`src/rtl/fetch_unit.sv`:
```
// Instruction fetch stage: PC, single-outstanding imem req/ack, prefetch FIFO to the decoder.
// Optional FETCH_STATS_EN adds stat_fetched / stat_flushed counters.
module fetch_unit #(
   parameter int          DEPTH    = 4,
   parameter logic [31:0] RESET_PC = 32'h0000_0000
) (
   input  logic        clk,
   input  logic        rst,
   output logic        imem_req,
   output logic [31:0] imem_addr,
   input  logic        imem_ack,
   input  logic [31:0] imem_rdata,
   output logic        dec_valid,
   output logic [31:0] dec_instr,
   output logic [31:0] dec_pc,
   input  logic        dec_ready,
   input  logic        redirect,
   input  logic [31:0] redirect_pc
`ifdef FETCH_STATS_EN
   ,
   output logic [31:0] stat_fetched,
   output logic [31:0] stat_flushed
`endif
);

   localparam int AW = $clog2(DEPTH);
   localparam int CW = AW + 1;
   localparam logic [CW-1:0] DEPTH_C = CW'(DEPTH);

   typedef enum logic [1:0] {
      ST_IDLE,
      ST_WAIT,
      ST_DRAIN
   } state_t;

   state_t        state_q, state_d;
   logic [31:0]   pc_q, pc_d;
   logic [31:0]   addr_q, addr_d;
   logic          req_q, req_d;
   logic [31:0]   instr_mem_q [DEPTH];
   logic [31:0]   instr_mem_d [DEPTH];
   logic [31:0]   pc_mem_q [DEPTH];
   logic [31:0]   pc_mem_d [DEPTH];
   logic [AW-1:0] rd_ptr_q, rd_ptr_d;
   logic [AW-1:0] wr_ptr_q, wr_ptr_d;
   logic [CW-1:0] count_q, count_d;

   logic          push;
   logic          pop;
   logic [CW-1:0] occupancy;
   logic          unused_pc_bits;

   assign unused_pc_bits = ^redirect_pc[1:0];

   // Decoder handshake: a word transfers on any edge where dec_valid && dec_ready;
   // dec_valid never depends on dec_ready, and the head holds until it transfers.
   assign dec_valid = (count_q != '0);
   assign dec_instr = instr_mem_q[rd_ptr_q];
   assign dec_pc    = pc_mem_q[rd_ptr_q];
   assign imem_req  = req_q;
   assign imem_addr = addr_q;

   always_comb begin
      push        = (state_q == ST_WAIT) && imem_ack && !redirect;
      pop         = dec_valid && dec_ready;
      occupancy   = count_q + CW'(state_q == ST_WAIT);
      state_d     = state_q;
      pc_d        = pc_q;
      addr_d      = addr_q;
      req_d       = req_q;
      instr_mem_d = instr_mem_q;
      pc_mem_d    = pc_mem_q;
      rd_ptr_d    = rd_ptr_q;
      wr_ptr_d    = wr_ptr_q;
      count_d     = count_q;

      if (redirect) begin
         // Redirect wins: flush, retarget, and mark any outstanding request for discard.
         rd_ptr_d = '0;
         wr_ptr_d = '0;
         count_d  = '0;
         pc_d     = {redirect_pc[31:2], 2'b00};
         if (state_q != ST_IDLE) begin
            if (imem_ack) begin
               state_d = ST_IDLE;
               req_d   = 1'b0;
            end else begin
               state_d = ST_DRAIN;
            end
         end
      end else begin
         if (push) begin
            instr_mem_d[wr_ptr_q] = imem_rdata;
            pc_mem_d[wr_ptr_q]    = pc_q;
            wr_ptr_d              = wr_ptr_q + AW'(1);
            pc_d                  = pc_q + 32'd4;
         end
         if (pop) begin
            rd_ptr_d = rd_ptr_q + AW'(1);
         end
         count_d = count_q + CW'(push) - CW'(pop);

         case (state_q)
            ST_IDLE: begin
               if (occupancy < DEPTH_C) begin
                  state_d = ST_WAIT;
                  req_d   = 1'b1;
                  addr_d  = pc_q;
               end
            end
            ST_WAIT, ST_DRAIN: begin
               if (imem_ack) begin
                  state_d = ST_IDLE;
                  req_d   = 1'b0;
               end
            end
            default: begin
               state_d = ST_IDLE;
               req_d   = 1'b0;
            end
         endcase
      end
   end

   always_ff @(posedge clk or posedge rst) begin
      if (rst) begin
         state_q  <= ST_IDLE;
         pc_q     <= RESET_PC;
         addr_q   <= RESET_PC;
         req_q    <= 1'b0;
         rd_ptr_q <= '0;
         wr_ptr_q <= '0;
         count_q  <= '0;
         for (int i = 0; i < DEPTH; i++) begin
            instr_mem_q[i] <= '0;
            pc_mem_q[i]    <= '0;
         end
      end else begin
         state_q     <= state_d;
         pc_q        <= pc_d;
         addr_q      <= addr_d;
         req_q       <= req_d;
         rd_ptr_q    <= rd_ptr_d;
         wr_ptr_q    <= wr_ptr_d;
         count_q     <= count_d;
         instr_mem_q <= instr_mem_d;
         pc_mem_q    <= pc_mem_d;
      end
   end

`ifdef FETCH_STATS_EN
   logic [31:0] stat_fetched_q, stat_fetched_d;
   logic [31:0] stat_flushed_q, stat_flushed_d;
   logic        discard;

   always_comb begin
      // A head accepted in the redirect cycle counts as consumed, not discarded.
      discard        = (state_q == ST_WAIT) || (count_q != CW'(pop));
      stat_fetched_d = stat_fetched_q + 32'(push);
      stat_flushed_d = stat_flushed_q + 32'(redirect && discard);
   end

   always_ff @(posedge clk or posedge rst) begin
      if (rst) begin
         stat_fetched_q <= '0;
         stat_flushed_q <= '0;
      end else begin
         stat_fetched_q <= stat_fetched_d;
         stat_flushed_q <= stat_flushed_d;
      end
   end

   assign stat_fetched = stat_fetched_q;
   assign stat_flushed = stat_flushed_q;
`endif

endmodule

```
`config.mk`:
```
export PLATFORM = sky130hd
export DESIGN_NAME = fetch_unit
export DESIGN_NICKNAME = d
export VERILOG_FILES = /design/src/rtl/fetch_unit.sv
export SDC_FILE = /design/constraint.sdc
export NUM_CORES = 1
export LEC_CHECK = 0
export CORE_ASPECT_RATIO = 0.9
export CORE_MARGIN = 4
export CORE_UTILIZATION = 25
export DETAILED_ROUTE_END_ITERATION = 10
export SLEW_MARGIN = 25
export SYNTH_ARGS = -nofsm -noshare
export SYNTH_HDL_FRONTEND = slang
export SYNTH_SLANG_ARGS = --single-unit
```
`constraint.sdc`:
```
create_clock -name clk -period 10.13 [get_ports clk]
set_input_delay 1.5195 -clock clk [delete_from_list [all_inputs] [get_ports clk]]
set_output_delay 1.5195 -clock clk [all_outputs]
set_load 0.03 [all_outputs]
```
-- Yosys cells after proc, flatten, opt, wreduce, memory -nomap -nowiden
Cells that the tools add are included.
- $lt $le $gt $ge: 4
- bitwise logic cells: 3
- equality and inequality tests: 5
- reduce and logical (&&, ||, !) cells: 15
- add/sub/neg operators: 6
- divide/modulo/power cells: 0
- muxes and demuxes: 28
- shifts and indexed selects: 0
- multipliers: 0
- operators with widths (operator ; number):
    $bwmux W128 ; 2
    $mux W32 ; 7
    $bmux W32 S2 ; 2
    $demux W32 S2 ; 1
    $add A32 B3 Y32 const B ; 1
    $mux W2 ; 9
    $add A3 B1 Y3 ; 2
    $ge A3 B3 Y1 const B ; 2
    $ne A3 B3 Y1 const B ; 2
    $not A2 Y3 ; 2
    $reduce_and A3 Y1 ; 2
    $reduce_bool A2 Y1 ; 3
    $add A2 B1 Y2 const B ; 2
    $logic_and A1 B1 Y1 ; 4
    $mux W1 ; 4
    $pmux W2 S2 ; 1
    $reduce_and A2 Y1 ; 2
    $lt A3 B1 Y1 const B ; 1
    $lt A3 B3 Y1 const B ; 1
    $mux W3 ; 1
    $reduce_bool A3 Y1 ; 1
    $sub A3 B1 Y3 ; 1
    $eq A2 B1 Y1 const B ; 1
    $eq A2 B2 Y1 const B ; 1
    6 further kinds ; 6
- memories: 0
- memory bits (writable): 0
- latch bits: 0
- flip-flop bits (word level): 330
- word-level logic and storage cells: 76
- input port bits: 69
- bits in read-only memories: 0
- output and inout bits: 98

-- Logic depth before layout (Yosys ltp)
- word-level depth: 6
- gate-level depth with buffers: 12
- mapped depth without buffers: 12

-- Least setup slack after synthesis
OpenSTA, ideal clock, no wires.
- path type: reg-to-output
- start point: reg rd_ptr_q[0]
- end point: out dec_instr[10]
- slack: 6.706 ns
- data required time: 8.611 ns
- buffers on the path: 2
- data arrival time: 1.904 ns
- stages on the path, launching flop included: 4
- path through: dfrtp_1 > clkbuf_1 > buf_1 > mux4_2
- word-level cells in the longest chain between the ends: 4
- RTL lines (what ; line ; source):
    start: declaration ; 44 ; logic [AW-1:0] rd_ptr_q, rd_ptr_d;
    start signal: assignment ; 143 ; rd_ptr_q <= rd_ptr_d;
    $not A2 Y3 (not written as such) ; 58 ; assign dec_instr = instr_mem_q[rd_ptr_q];
    $bmux W32 S2 ; 58 ;
    $mux W32 (not written as such) (2 in series) ; 58 ;
    end: declaration ; 14 ; output logic [31:0] dec_instr,
No other way between the ends. The select of a mux whose other input is x is not followed.

-- Worst setup path in the final report
- start point: reg rd_ptr_q[0]
- end point: out dec_pc[17]
- word-level cells in the longest chain between the ends: 4
- RTL lines (what ; line ; source):
    $not A2 Y3 (not written as such) ; 59 ; assign dec_pc = pc_mem_q[rd_ptr_q];
    $bmux W32 S2 ; 59 ;
    $mux W32 (not written as such) (2 in series) ; 59 ;
    end: declaration ; 15 ; output logic [31:0] dec_pc,
No other way between the ends. The select of a mux whose other input is x is not followed.

==> summary.md <==
| Metric | Value |
|---|---|
| Worst path arrival time | `3.50 ns` |
| # hold bufs at CTS | `0` |
| GR Overflow Total | `0` |
| I/O Buffers | `160` |
| DRT Pass-1 Iters | `4` |
| Worst IR Drop VDD | `0.1567 mV` |
| FF+latch count, synth | `318` |
| Diode count | `0` |
| Main flop type after synthesis | `dfrtp_1` |
| H-tree Lvls | `2` |
| Pin slew with the least headroom to its limit | `0.8984 ns` |
| GR met3 Demand/Resource | `0.03423` |
| Number of global-route vias before repair | `9145` |
| Final Max Tran Viols | `0` |
| Pre-CTS setup slack | `5.475 ns` |
| Post-CTS sizing | `0` |
| Vias | `8575` |
| Most common cell after layout, fill and taps aside | `dfrtp_1` |
| Status | `complete, no violations` |
| Final net count | `1177` |
| Ports | `167` |
| Worst skew pair latency | `0.54 ns` |
| CTS root buf | `clkbuf_16` |
| Area growth from synthesis to layout | `25.63%` |
| Final Setup Violations | `0` |
| Power per cell area | `289.4 nW/um^2` |
| Starting Density | `0.2536` |
| Reg power frac | `0.358` |
| Crit. End Element | `primary output` |
| Global route hottest layer | `met2` |
| EDFF count, synth | `0` |
| Most frequent cells in the layout | `316 x dfrtp_1, 279 x mux2_2, 159 x clkdlybuf4s50_1` |
| Setup repair after global routing missed its margin | `no` |
| Clock network fraction of design power | `0.265` |
| Number of clock sinks | `318` |
| Met2 Usage GRT | `0.1927` |
| Yosys warning count | `0` |
| WP data required | `8.61 ns` |
| # Post-CTS Setup Buffers | `0` |
| Sequential-to-total area share from yosys stat | `0.5611` |
| Fraction of registers with async set or reset after synthesis | `1.000` |
| Die W | `259.1 microns` |
| Total global-route track usage | `0.1208` |
| Max cap viols | `0` |
| Switch share | `0.3407` |
| Synth Instances | `962` |
| Max Fclk | `0.1994 GHz` |
| WL per Instance | `19.41 microns` |
| Final Hold Fails | `0` |
| Largest net degree at the start of global routing | `149` |
| Number of CTS-inserted buffers | `38` |
| Worst hold path class | `reg -> reg` |
| First-pass GRT wire length | `56.68 mm` |
| Clk pin slew, worst setup/hold paths | `0.06 ns` |
| # rows | `82` |
| Placeable Area | `55920 sq um` |
| Setup TNS | `0 ns` |
| Final wirelength | `36.52 mm` |
| Leakage Power | `0.007756 uW` |
| CTS tree | `done` |
| Post-route setup slack | `5.114 ns` |
| Fin Clk Skew | `0.01951 ns` |
| Cell Int Power | `3399 uW` |
| Met1 GRT Util | `0.1628` |
| Fillcell total | `5507` |
| Antenna-violating nets left | `0` |
| Initial antenna violation count | `1` |
| Min Tclk post-route | `5.016 ns` |
| Via/cell ratio | `4.559` |
| Mapped cell area | `14180 sq um` |
| Startpoint types | `register` |
| Gate power share | `0.377` |
| Unique masters post-synth | `42` |
| Share of cells above drive strength 1 | `0.3796` |
| Sequential cell area | `7965 sq um` |
| Net load switching power | `1757 uW` |
| Die Ht | `234.0 microns` |
| Final Cycle Share | `0.4951` |
| 1st-iter DRT viols | `524` |
| DP HPWL | `22.19 mm` |
| Clock buffer depth | `3` |
| Syn Area/Cell | `14.74 sq um` |
| WS Path Type | `reg -> out` |
| Residual DRC | `0` |
| Relative slew slack | `0.4004` |
| DIE AREA | `60610 sq um` |
| Crit path max fanout | `34` |
| Routability cong. | `0.7151` |
| Multi-input gate area | `5892 sq um` |
routing by layer:
| metal | wire [microns] | share of wire |
|---|---|---|
| met2 | 17020 | 0.47 |
| met4 | 709 | 0.019 |
| met1 | 16610 | 0.45 |
| met3 | 2168 | 0.059 |
| met5 | 10 | 0.00027 |
Yosys cell counts (all sizes together) (2+ instances only):
master | n | area (sq um)
dfrtp | 318 | 7958
mux2 | 279 | 3142
mux4 | 62 | 1396
clkbuf | 54 | 202.7
nand2 | 38 | 142.6
nor2 | 25 | 93.84
buf | 23 | 115.1
inv | 17 | 63.81
nand4 | 16 | 115.1
o21ai | 15 | 75.07
xnor2 | 15 | 131.4
a31oi | 12 | 75.07
nand3 | 12 | 60.06
or4 | 11 | 82.58
ha | 10 | 125.1
o31ai | 7 | 52.55
nor4 | 6 | 37.54
a21oi | 5 | 25.02
nor3 | 5 | 25.02
or3 | 4 | 30.03
and3 | 3 | 18.77
o211ai | 3 | 22.52
xor2 | 3 | 26.28
a31o | 2 | 17.52
and4 | 2 | 17.52
mux2i | 2 | 20.02
o311ai | 2 | 17.52
o32ai | 2 | 17.52
worst max-delay path, cell delays in order (launching register included):
cell	delay [ns]
dfrtp_4	0.92
buf_4	0.74
mux4_2	0.64
clkdlybuf4s50_1	0.62
power groups by stage:
stage | clock network [uW] | registers, uW | logic (uW)
floorplan | 0 | 1880 | 1200
global placement | 0 | 1860 | 1950
detailed placement | 0 | 1880 | 1970
CTS | 1420 | 1860 | 1980
global route | 1480 | 1900 | 2060
finish | 1360 | 1850 | 1940
per-stage QoR:
step | std cells | instance area, sq um | utilization | hold slack, ns | power [uW]
after floorplan | 965 | 14200 | - | 0.4739 | 3081
after global placement | 1813 | 16550 | 0.2961 | 0.4813 | 3808
after detailed placement | 1813 | 16550 | 0.2961 | 0.4881 | 3846
after CTS | 1881 | 17810 | 0.3186 | 0.5017 | 5256
after global routing | 1881 | 17820 | 0.3186 | 0.5061 | 5439
final | 1881 | 17820 | 0.3186 | 0.4987 | 5156
layout make-up:
cell class,instances,share of cell area
Clock buffer,53,0.06404
Clock inverter,15,0.006531
Inverter,17,0.003792
Multi-Input combinational cell,553,0.3307
Sequential cell,318,0.4471
Tap cell,756,0.05309
Timing Repair Buffer,169,0.09480
kinds of logic (layout without fill, tap and decap cells):
group                    Yosys count  after routing  share of synthesized area
AO/OA/AOI/OAI                     51             51                    0.02311
XOR/XNOR                          18             18                    0.01112
adder cells (fa/ha/maj)           11             11                    0.01023
buffers and inverters             94            254                    0.02691
flip-flops                       318            318                     0.5611
multiplexers                     343            343                     0.3214
other                              1              4                  0.0002644
AND/OR/NAND/NOR                  126            126                    0.04588
flip-flops by register name (all words and copies together), names as in the netlist:
register / cells
pc_q: 30
wr_ptr_q: 2
pc_mem_q: 120
rd_ptr_q: 2
imem_addr: 30
state_q: 2
imem_req: 1
count_q: 3
instr_mem_q: 128
path summary, 6_finish.rpt:
check	start	end	slack, ns	depth (start not counted)
max reg2reg	state_q[1]	instr_mem_q[81]	6.94	7
min in group asynchronous	rst	instr_mem_q[35]	1.48	2
min	instr_mem_q[25]	instr_mem_q[25]	0.50	1
max in group asynchronous	rst	imem_addr[23]	7.37	3
max	rd_ptr_q[0]	dec_pc[17]	5.11	3
min reg2reg	instr_mem_q[25]	instr_mem_q[25]	0.50	1
Power figures use the tool's default switching activity.
